===== config.mk =====
export PLATFORM = sky130hd
export DESIGN_NAME = zkrom_arbiter
export DESIGN_NICKNAME = d
export VERILOG_FILES = /design/src/rtl/zkrom_arbiter_pkg.sv /design/src/rtl/zkrom_arbiter_rr.sv /design/src/rtl/zkrom_arbiter.sv
export SDC_FILE = /design/constraint.sdc
export NUM_CORES = 1
export LEC_CHECK = 0
export CAP_MARGIN = 20
export CORE_MARGIN = 8
export CORE_UTILIZATION = 44
export DETAILED_ROUTE_END_ITERATION = 6
export HOLD_SLACK_MARGIN = 0.15
export PLACE_DENSITY = 0.91
export SETUP_SLACK_MARGIN = 0.05
export SLEW_MARGIN = 25
export SYNTH_ARGS = -nofsm -noshare
export SYNTH_HDL_FRONTEND = slang
export SYNTH_SLANG_ARGS = --single-unit

===== constraint.sdc =====
create_clock -name clk -period 3.05 [get_ports clk]
set_input_delay 0.61 -clock clk [delete_from_list [all_inputs] [get_ports clk]]
set_output_delay 0.61 -clock clk [all_outputs]
set_load 0.05 [all_outputs]

===== src/rtl/zkrom_arbiter_pkg.sv =====
// rtl/zkrom_arbiter_pkg.sv - shared constants and types for the ZkROM glyph arbiter
package zkrom_arbiter_pkg;

    localparam int ZK_GLYPH_W = 5;
    localparam int ZK_ROW_W   = 4;
    localparam int ZK_ADDR_W  = ZK_GLYPH_W + ZK_ROW_W;
    localparam int ZK_DATA_W  = 8;

    localparam logic [ZK_GLYPH_W-1:0] GLYPH_DIGIT_0 = 5'd0;
    localparam logic [ZK_GLYPH_W-1:0] GLYPH_DIGIT_1 = 5'd1;
    localparam logic [ZK_GLYPH_W-1:0] GLYPH_DIGIT_2 = 5'd2;
    localparam logic [ZK_GLYPH_W-1:0] GLYPH_DIGIT_3 = 5'd3;
    localparam logic [ZK_GLYPH_W-1:0] GLYPH_BLANK   = 5'd19;

    // Which path produced this cycle's grant; only round-robin grants advance the pointer.
    typedef enum logic [1:0] {
        SEL_NONE = 2'd0,
        SEL_RR   = 2'd1,
        SEL_PRIO = 2'd2
    } sel_src_e;

    function automatic logic [ZK_ADDR_W-1:0] zk_addr(
        input logic [ZK_GLYPH_W-1:0] glyph,
        input logic [ZK_ROW_W-1:0]   row
    );
        return {glyph, row};
    endfunction

endpackage


===== src/rtl/zkrom_arbiter_rr.sv =====
// rtl/zkrom_arbiter_rr.sv - one-hot round-robin picker searching upward from a pointer with wrap
module zkrom_arbiter_rr #(
    parameter int NUM_REQ = 4,
    parameter int IDX_W   = 2
) (
    input  logic [NUM_REQ-1:0] i_req,
    input  logic [IDX_W-1:0]   i_ptr,
    output logic [NUM_REQ-1:0] o_gnt,
    output logic [IDX_W-1:0]   o_idx,
    output logic               o_any
);

    logic [IDX_W-1:0] w_cand;
    logic             w_found;

    always_comb begin
        o_gnt   = '0;
        o_idx   = '0;
        w_found = 1'b0;
        w_cand  = '0;
        for (int i = 0; i < NUM_REQ; i++) begin
            w_cand = IDX_W'((int'(i_ptr) + i) % NUM_REQ);
            if (!w_found && i_req[w_cand]) begin
                w_found       = 1'b1;
                o_gnt[w_cand] = 1'b1;
                o_idx         = w_cand;
            end
        end
        o_any = w_found;
    end

endmodule


===== src/rtl/zkrom_arbiter.sv =====
// rtl/zkrom_arbiter.sv - shares one synchronous glyph ROM among requesters with tagged fixed-latency returns
module zkrom_arbiter
    import zkrom_arbiter_pkg::*;
#(
    parameter int NUM_REQ  = 4,
    parameter int ADDR_W   = ZK_ADDR_W,
    parameter int DATA_W   = ZK_DATA_W,
    parameter int ROM_LAT  = 1,
    parameter int PRIO_REQ = 0
) (
    input  logic                      clk,
    input  logic                      rst_n,
    input  logic [NUM_REQ-1:0]        req,
    input  logic [NUM_REQ*ADDR_W-1:0] req_addr,
    output logic [NUM_REQ-1:0]        gnt,
    output logic [NUM_REQ-1:0]        rsp_valid,
    output logic [DATA_W-1:0]         rsp_data,
    output logic [ADDR_W-1:0]         rom_addr,
    input  logic [DATA_W-1:0]         rom_dout
);

    localparam int                 IDX_W    = (NUM_REQ > 1) ? $clog2(NUM_REQ) : 1;
    localparam bit                 PRIO_EN  = (PRIO_REQ < NUM_REQ);
    localparam logic [IDX_W-1:0]   PRIO_IDX = IDX_W'(PRIO_EN ? PRIO_REQ : 0);
    localparam logic [NUM_REQ-1:0] PRIO_OH  = PRIO_EN ? (NUM_REQ'(1) << PRIO_REQ) : '0;

    generate
        if (NUM_REQ < 2 || NUM_REQ > 8) begin : g_bad_num_req
            $error("zkrom_arbiter: NUM_REQ out of range 2..8");
        end
        if (PRIO_REQ < 0 || PRIO_REQ > NUM_REQ) begin : g_bad_prio_req
            $error("zkrom_arbiter: PRIO_REQ out of range 0..NUM_REQ");
        end
        if (ROM_LAT < 0) begin : g_bad_rom_lat
            $error("zkrom_arbiter: ROM_LAT must be non-negative");
        end
    endgenerate

    logic [IDX_W-1:0]   r_ptr;
    logic [ADDR_W-1:0]  r_rom_addr;
    logic [NUM_REQ-1:0] r_tag [ROM_LAT+1];
    logic [NUM_REQ-1:0] r_rsp_valid;
    logic [DATA_W-1:0]  r_rsp_data;

    logic               w_prio_hit;
    logic [NUM_REQ-1:0] w_rr_gnt;
    logic [IDX_W-1:0]   w_rr_idx;
    logic               w_rr_any;
    sel_src_e           w_src;
    logic [NUM_REQ-1:0] w_sel_gnt;
    logic [IDX_W-1:0]   w_win;
    logic [ADDR_W-1:0]  w_addr;
    logic [IDX_W-1:0]   w_ptr_nxt;

    generate
        if (PRIO_EN) begin : g_prio
            assign w_prio_hit = req[PRIO_REQ];
        end else begin : g_no_prio
            assign w_prio_hit = 1'b0;
        end
    endgenerate

    zkrom_arbiter_rr #(
        .NUM_REQ (NUM_REQ),
        .IDX_W   (IDX_W)
    ) u_rr (
        .i_req (req),
        .i_ptr (r_ptr),
        .o_gnt (w_rr_gnt),
        .o_idx (w_rr_idx),
        .o_any (w_rr_any)
    );

    // The live pixel path overrides round-robin without disturbing its fairness state.
    always_comb begin
        w_src     = SEL_NONE;
        w_sel_gnt = '0;
        w_win     = '0;
        if (w_prio_hit) begin
            w_src     = SEL_PRIO;
            w_sel_gnt = PRIO_OH;
            w_win     = PRIO_IDX;
        end else if (w_rr_any) begin
            w_src     = SEL_RR;
            w_sel_gnt = w_rr_gnt;
            w_win     = w_rr_idx;
        end
    end

    assign gnt       = rst_n ? w_sel_gnt : '0;
    assign w_addr    = req_addr[int'(w_win)*ADDR_W +: ADDR_W];
    assign w_ptr_nxt = (w_rr_idx == IDX_W'(NUM_REQ - 1)) ? '0 : w_rr_idx + 1'b1;

    always_ff @(posedge clk or negedge rst_n) begin
        if (!rst_n) begin
            r_ptr       <= '0;
            r_rom_addr  <= '0;
            r_rsp_valid <= '0;
            r_rsp_data  <= '0;
            for (int i = 0; i <= ROM_LAT; i++) begin
                r_tag[i] <= '0;
            end
        end else begin
            if (w_src != SEL_NONE) begin
                r_rom_addr <= w_addr;
            end
            if (w_src == SEL_RR) begin
                r_ptr <= w_ptr_nxt;
            end
            r_tag[0] <= w_sel_gnt;
            for (int i = 1; i <= ROM_LAT; i++) begin
                r_tag[i] <= r_tag[i-1];
            end
            // Tag reaches the end of the pipe exactly when rom_dout holds that lookup's row.
            r_rsp_valid <= r_tag[ROM_LAT];
            if (|r_tag[ROM_LAT]) begin
                r_rsp_data <= rom_dout;
            end
        end
    end

    assign rom_addr  = r_rom_addr;
    assign rsp_valid = r_rsp_valid;
    assign rsp_data  = r_rsp_data;

endmodule


==> results of run 1 <==
synth_stat cells, types with 2 or more instances:
library cell	count
mux2_2	9
nor3_2	9
buf_2	5
a22oi_1	4
o21ai_1	2
nand2_1	3
o22ai_1	10
ha_1	8
dfrtp_1	31
a221oi_1	4
clkbuf_1	4
mux2i_1	5
mux4_2	3
nor3b_1	10
nor2_1	18
buf_6	2
inv_1	4
mux2_4	9
nor3_1	10
a21oi_1	2
nor2b_1	2
cell type report:
| type | count | area [µm²] | area share |
|---|---|---|---|
| clock buffer | 6 | 82.6 | 0.0262 |
| timing repair buffer | 107 | 1030 | 0.328 |
| sequential | 31 | 777 | 0.247 |
| clock inverter | 1 | 5.00 | 0.00159 |
| tap | 52 | 65.1 | 0.0207 |
| inverter | 4 | 17.5 | 0.00556 |
| multi-input combinational | 124 | 1170 | 0.371 |
worst reg2reg max path: cells and delay by family (launching register included):
family	cells	cell delay, ps
compound gates	2	690
buf+inv	3	440
flops	1	370
mux	1	580
simple gates	3	570
flip-flops by register name (all words and copies together), names as in the netlist:
register and count:
rsp_data 8, r_tag 8, rsp_valid 4, r_ptr 2, rom_addr 9
kinds of logic after synthesis:
logic type,Yosys count,share of synthesized area
fa+ha+maj,8,0.0526
compound gates,29,0.110
flops,31,0.408
simple gates,60,0.195
xor+xnor,1,0.00460
mux,26,0.186
buf+inv,16,0.0447
report_power, final:
part	internal, µW	switching (µW)	leakage, µW	total [µW]
registers	603	92.0	0.000372	695
logic	1200	1390	0.000915	2590
clock network	177	148	0.0000470	325
total	1980	1630	0.00133	3610
how the worst min path moves through the flow:
stage                                      end               start  slack, ps
after floorplan           r_ptr[0]$_DFFE_PN0N_               rst_n        310
after global placement      r_tag[1]$_DFF_PN0_  r_tag[5]$_DFF_PN0_        330
after global routing        r_tag[2]$_DFF_PN0_  r_tag[6]$_DFF_PN0_        370
final                       r_tag[0]$_DFF_PN0_  r_tag[4]$_DFF_PN0_        350
after CTS                   r_tag[0]$_DFF_PN0_  r_tag[4]$_DFF_PN0_        350
after detailed placement    r_tag[0]$_DFF_PN0_  r_tag[4]$_DFF_PN0_        340
per-stage QoR:
step	TNS [ps]	hold WS [ps]	area (µm²)
detailed placement	-3370	336	2860
CTS	0	347	2990
global placement	-1760	331	2860
global route	0	366	3150
floorplan	0	314	1930
finish	0	349	3150
layer usage:
layer  part of all wire  up-vias  GRT usage
li1                   -      831          -
met4              0.011        0     0.0544
met3              0.075        9     0.0558
met5                  0        -          0
met2               0.51       69      0.293
met1               0.40      854      0.191
timing repair:
item	CTS	global route
endpoints found under the hold margin	0	0
buffers inserted	1	11
pin swaps	1	4
gates cloned	0	0
setup endpoints to repair	7	4
resized for setup	13	23
==> impl_metrics.csv, run 1 <==
group,metric,value,unit
worst_setup_path,rrSetupSlack,280,ps
synthesis,synth_top_flop_cell,"dfrtp_1",
place,dp_cells,306,
timing,finalHoldViolCount,0,
worst_setup_path,cp-start-kind,"flip-flop",
run_status,status,"finished clean",
route,drtPass1Iterations,4,
grt,globalRouteTotalUtil,0.169,
layout,drive_above_1_share,0.359,
layout,final_cell_mix,"clkdlybuf4s50_1, dfrtp_1, buf_4",
worst_setup_path,path_cells,"inv_4, ha_4, mux4_2, buf_6, a22oi_2, nor2_2, a221oi_4, nor2_4, buf_12",
synthesis,ys_top_cells_by_area,"dfrtp_1, mux2_4, mux2_2",
synthesis,avgSynthCellArea,11.1,µm²
timing,finalSetupViolCount,0,
synthesis,yosys.area.top_type_share,0.408,
grt,overflow,0,
grt,grt_pass1_wl,8710,µm
layout,fillCellCount,302,
clocking,clockRootBuffer,"clkbuf_8",
grt,grt_antenna_before_repair,0,
worst_setup_path,critPathRequiredTime,2440,ps
worst_setup_path,critPathSlowestCell,"dfrtp_2",
timing,worst_pin_slew,524,ps
die,start_util,0.446,
min_path,min_path_type,"flip-flop to flip-flop",
place,place.gp.congestion,0.858,
synthesis,async_flop_share,1.00,
clocking,cts_tree,"built",
layout,area_growth,65.4,%
layout,fin_cells,325,
clocking,numCtsBuffers,5,
power_and_ir_drop,vdd_ir_drop_max,0.664,mV
die,die-area,6690,µm²
synthesis,yosys_warnings,0,
min_path,whs_path_depth,0,
timing,maxSlewHeadroom,0.650,
timing,finClkSkew,1.95,ps
timing,finalCritPeriodShare,0.972,
worst_setup_path,critPathMaxStageDelay,410,ps
synthesis,synth_seq_cells,31,
timing,fmax,0.337,GHz
clocking,cts_htree_levels,2,
layout,mostFrequentLayoutCell,"clkdlybuf4s50_1",
worst_setup_path,crit_path_end,"gnt[2]",
worst_setup_path,arrival,2350,ps
route,viasPerCell,5.42,
clocking,cts.sinks,31,
route,avgRoutedWirePerCell,17.6,µm
timing,grt_setup_unrepaired,"false",
power_and_ir_drop,power.leakage,0.00133,µW
synthesis,yosysUniqueCellTypes,38,
route,ant_nets,0,
worst_setup_path,rr_startpoint,"r_ptr[1]$_DFFE_PN0N_",
worst_setup_path,crit_path_max_fanout,7,
run,maxCapViolations,0,
layout,diodes,0,
synthesis,yosysTopAreaCell,"dfrtp_1",
timing,post-route-min-period,2960,ps
layout,final_util,0.738,
worst_setup_path,end_kind,"output port",
grt,grt_max_degree,32,
die,fp.dieH,81.8,µm
worst_setup_path,r2r_cells,9,
synthesis,synthesis.nets,229,
synthesis,synth_enable_flop_cells,0,
synthesis,synth_cells,171,
die,core_area,4260,µm²
worst_setup_path,path_buf_inv,3,
place,numPortBuffers,74,
worst_setup_path,path_class,"flip-flop to output port",
synthesis,ys_seq_area_frac,0.408,
worst_setup_path,crit_start,"r_ptr[0]$_DFFE_PN0N_",
power_and_ir_drop,power-per-cell-area,1150,nW/µm²
route,wl,5710,µm
synthesis,syn_area,1900,µm²
place,dp_hpwl,4240,µm
clocking,worstSkewPairLatency,280,ps
place,detailedPlace.worstSlack,-309,ps
power_and_ir_drop,power,3610,µW
timing,finalWorstSetupSlack,85.5,ps
worst_setup_path,rr_endpoint,"rom_addr[7]$_DFFE_PN0P_",
route,drc,0,
layout,nNetsFinal,331,
die,rows,24,
route,num_vias,1763,
worst_setup_path,cpLargestDelayFamily,"compound AO/OA/AOI/OAI gates",
route,drt_iter0_drc,74,
clocking,clk_pin_slew_worst_paths,60,ps
clocking,clockBufferDepth,2,
clocking,cts_hold_buf,0,
timing,finalMaxSlewViolations,0,
worst_setup_path,crit_cells,9,
die,fp.dieW,81.8,µm
die,ios,75,
grt,grt_pass1_vias,1814,
Power figures use the tool's default switching activity.
==> run 2: changes to the inputs <==
--- a/config.mk
+++ b/config.mk
@@ -5,10 +5,12 @@
 export SDC_FILE = /design/constraint.sdc
 export NUM_CORES = 1
 export LEC_CHECK = 0
+export ABC_CLOCK_PERIOD_IN_PS = 3050
 export CAP_MARGIN = 20
 export CORE_MARGIN = 8
 export CORE_UTILIZATION = 44
 export DETAILED_ROUTE_END_ITERATION = 6
+export GPL_TIMING_DRIVEN = 0
 export HOLD_SLACK_MARGIN = 0.15
 export PLACE_DENSITY = 0.91
 export SETUP_SLACK_MARGIN = 0.05
==> run 2 against run 1 <==
The flow now finishes with violations (negative setup slack). Sequential share of layout area increased by 0.45 points. Utilization down 1.2 points. Largest cell class unchanged. Worst setup slack lost 140 ps. Power shrank 0.83%. Sequential power grew 2%. Clock skew up 3.3 ps.
==> impl_metrics.csv, run 2 (synthesis gave the netlist of run 1 again) <==
group,metric,value,unit
run_status,violations,"negative setup slack",
grt,overflow,0,
place,detailedPlace.worstSlack,-1030,ps
timing,finalWorstSetupSlack,-53.3,ps
worst_setup_path,arrival,2490,ps
worst_setup_path,critPathMaxStageDelay,370,ps
die,start_util,0.446,
clocking,cts_tree,"built",
clocking,clk_pin_slew_worst_paths,70,ps
clocking,clockRootBuffer,"clkbuf_8",
timing,maxSlewHeadroom,0.412,
timing,finalSetupViolCount,1,
power_and_ir_drop,power-per-cell-area,1160,nW/µm²
worst_setup_path,path_common_cell,"buf_6",
clocking,cts_htree_levels,2,
layout,fin_area,3100,µm²
route,wl,5970,µm
worst_setup_path,crit_path_end,"gnt[3]",
worst_setup_path,crit_start,"r_ptr[0]$_DFFE_PN0N_",
power_and_ir_drop,power.leakage,0.00129,µW
route,ant_nets,0,
grt,globalRouteTotalUtil,0.186,
die,fp.dieH,81.8,µm
layout,final_util,0.726,
layout,nNetsFinal,327,
route,viasPerCell,5.51,
route,drt_iter0_drc,70,
grt,grt_antenna_before_repair,0,
route,drtPass1Iterations,4,
die,ios,75,
worst_setup_path,rr_startpoint,"r_ptr[0]$_DFFE_PN0N_",
route,avgRoutedWirePerCell,18.6,µm
place,dp_hpwl,4130,µm
grt,grt_max_degree,20,
timing,post-route-min-period,3100,ps
timing,worst_pin_slew,875,ps
timing,fmax,0.322,GHz
timing,finClkSkew,5.24,ps
clocking,clockBufferDepth,2,
place,numPortBuffers,71,
timing,setup_tns,-53.3,ps
route,num_vias,1770,
power_and_ir_drop,power,3580,µW
layout,register_area,778,µm²
clocking,numCtsBuffers,5,
die,rows,24,
layout,drive_above_1_share,0.364,
die,die-area,6690,µm²
die,core_area,4260,µm²
timing,grt_setup_unrepaired,"true",
worst_setup_path,rrSetupSlack,220,ps
grt,grt_pass1_wl,9590,µm
place,place.gp.congestion,0.787,
worst_setup_path,path_class,"flip-flop to output port",
layout,area_growth,62.7,%
worst_setup_path,path_cells,"buf_6, clkinvlp_4, ha_4, mux4_2, buf_6, a22oi_2, nor2_2, a221oi_2, nor2_4, buf_6",
clocking,cts.sinks,31,
power_and_ir_drop,vdd_ir_drop_max,0.700,mV
layout,final_cell_mix,"clkdlybuf4s50_1, dfrtp_1, buf_4",
worst_setup_path,critPathRequiredTime,2440,ps
route,drc,0,
grt,grt_pass1_vias,2006,
run,maxCapViolations,0,
min_path,min_path_type,"primary input to async pin",
layout,largest_reg_flops,9,
worst_setup_path,end_kind,"output port",
die,fp.dieW,81.8,µm
worst_setup_path,crit_path_max_fanout,5,
worst_setup_path,r2r_cells,12,
timing,finalCritPeriodShare,1.02,
timing,finalMaxSlewViolations,0,
worst_setup_path,rr_endpoint,"rom_addr[6]$_DFFE_PN0P_",
run_status,status,"complete, but fails checks",
timing,finalHoldViolCount,0,
clocking,cts_hold_buf,0,
layout,multi_input_area,1170,µm²
worst_setup_path,critPathSlowestCell,"dfrtp_2",
clocking,worstSkewPairLatency,290,ps
layout,fillCellCount,293,
layout,mostFrequentLayoutCell,"clkdlybuf4s50_1",
place,placed_area,2730,µm²
worst_setup_path,cp-start-kind,"flip-flop",
layout,diodes,0,
==> run 2: cell types whose count changed in the layout (fill, tap and decap cells not counted), sizes merged <==
cell           change
buf                -4
clkinvlp           +2
inv                -2
clkdlybuf4s50      -1
dlygate4sd2        +1
==> run 2: critical path: cells and delay by family, from the launching register on <==
kind	cells	cell delay, ps
multiplexers	1	340
AND/OR/NAND/NOR	2	130
AO/OA/AOI/OAI	2	520
flip-flops	1	370
adder cells (fa/ha/maj)	1	300
buffers and inverters	4	530
==> run 2: area by class of cell <==
cell class,instances,share of cell area
buffer,12,0.0251
clock buffer,6,0.0267
clock inverter,1,0.00162
inverter,4,0.00727
multi-input combinational,124,0.377
sequential,31,0.251
tap,52,0.0210
timing repair buffer,91,0.290
==> run 2: what timing repair did <==
item	4_1_cts	5_1_grt
pin swaps	2	11
buffers inserted	15	4
gates resized for setup	48	11
setup endpoints to repair	14	4
cloned	0	0
==> run 2: report_power, final <==
group / switching [µW] / total [µW] / internal (µW) / leakage, µW
logic: 1400 / 2550 / 1150 / 0.000869
clock network: 151 / 328 / 177 / 0.0000470
registers: 101 / 706 / 605 / 0.000371
total: 1650 / 3580 / 1930 / 0.00129
==> run 2: worst min-delay path by stage <==
stage / start / to / slack, ps / cells past startpoint
after floorplan: rst_n / r_ptr[0]$_DFFE_PN0N_ / 310 / 0
after global placement: r_tag[6]$_DFF_PN0_ / r_tag[2]$_DFF_PN0_ / 330 / 0
after detailed placement: r_tag[7]$_DFF_PN0_ / r_tag[3]$_DFF_PN0_ / 340 / 0
after CTS: rst_n / rom_addr[8]$_DFFE_PN0P_ / 240 / 1
after global routing: rst_n / rsp_valid[2]$_DFF_PN0_ / 270 / 1
final: rst_n / rom_addr[8]$_DFFE_PN0P_ / 240 / 1
==> run 2: through the flow <==
step           instances  hold WS [ps]
4_1_cts              317           245
2_1_floorplan        171           314
5_1_grt              321           267
6_report             321           240
3_3_place_gp         294           332
3_5_place_dp         295           336
==> run 2: routing by layer <==
layer,GRT usage,routed length [µm],up-vias
met5,0,0,-
met4,0.0684,98,0
met3,0.0569,418,10
met2,0.316,3130,67
met1,0.215,2330,871
li1,-,-,822
==> run 3: changes to the inputs <==
--- a/config.mk
+++ b/config.mk
@@ -9,6 +9,7 @@
 export CAP_MARGIN = 20
 export CORE_MARGIN = 8
 export CORE_UTILIZATION = 44
+export CTS_CLUSTER_SIZE = 12
 export DETAILED_ROUTE_END_ITERATION = 6
 export GPL_TIMING_DRIVEN = 0
 export HOLD_SLACK_MARGIN = 0.15
==> results of run 3 <==
Same layout as run 2: the final DEF is identical, and so are final timing and power.
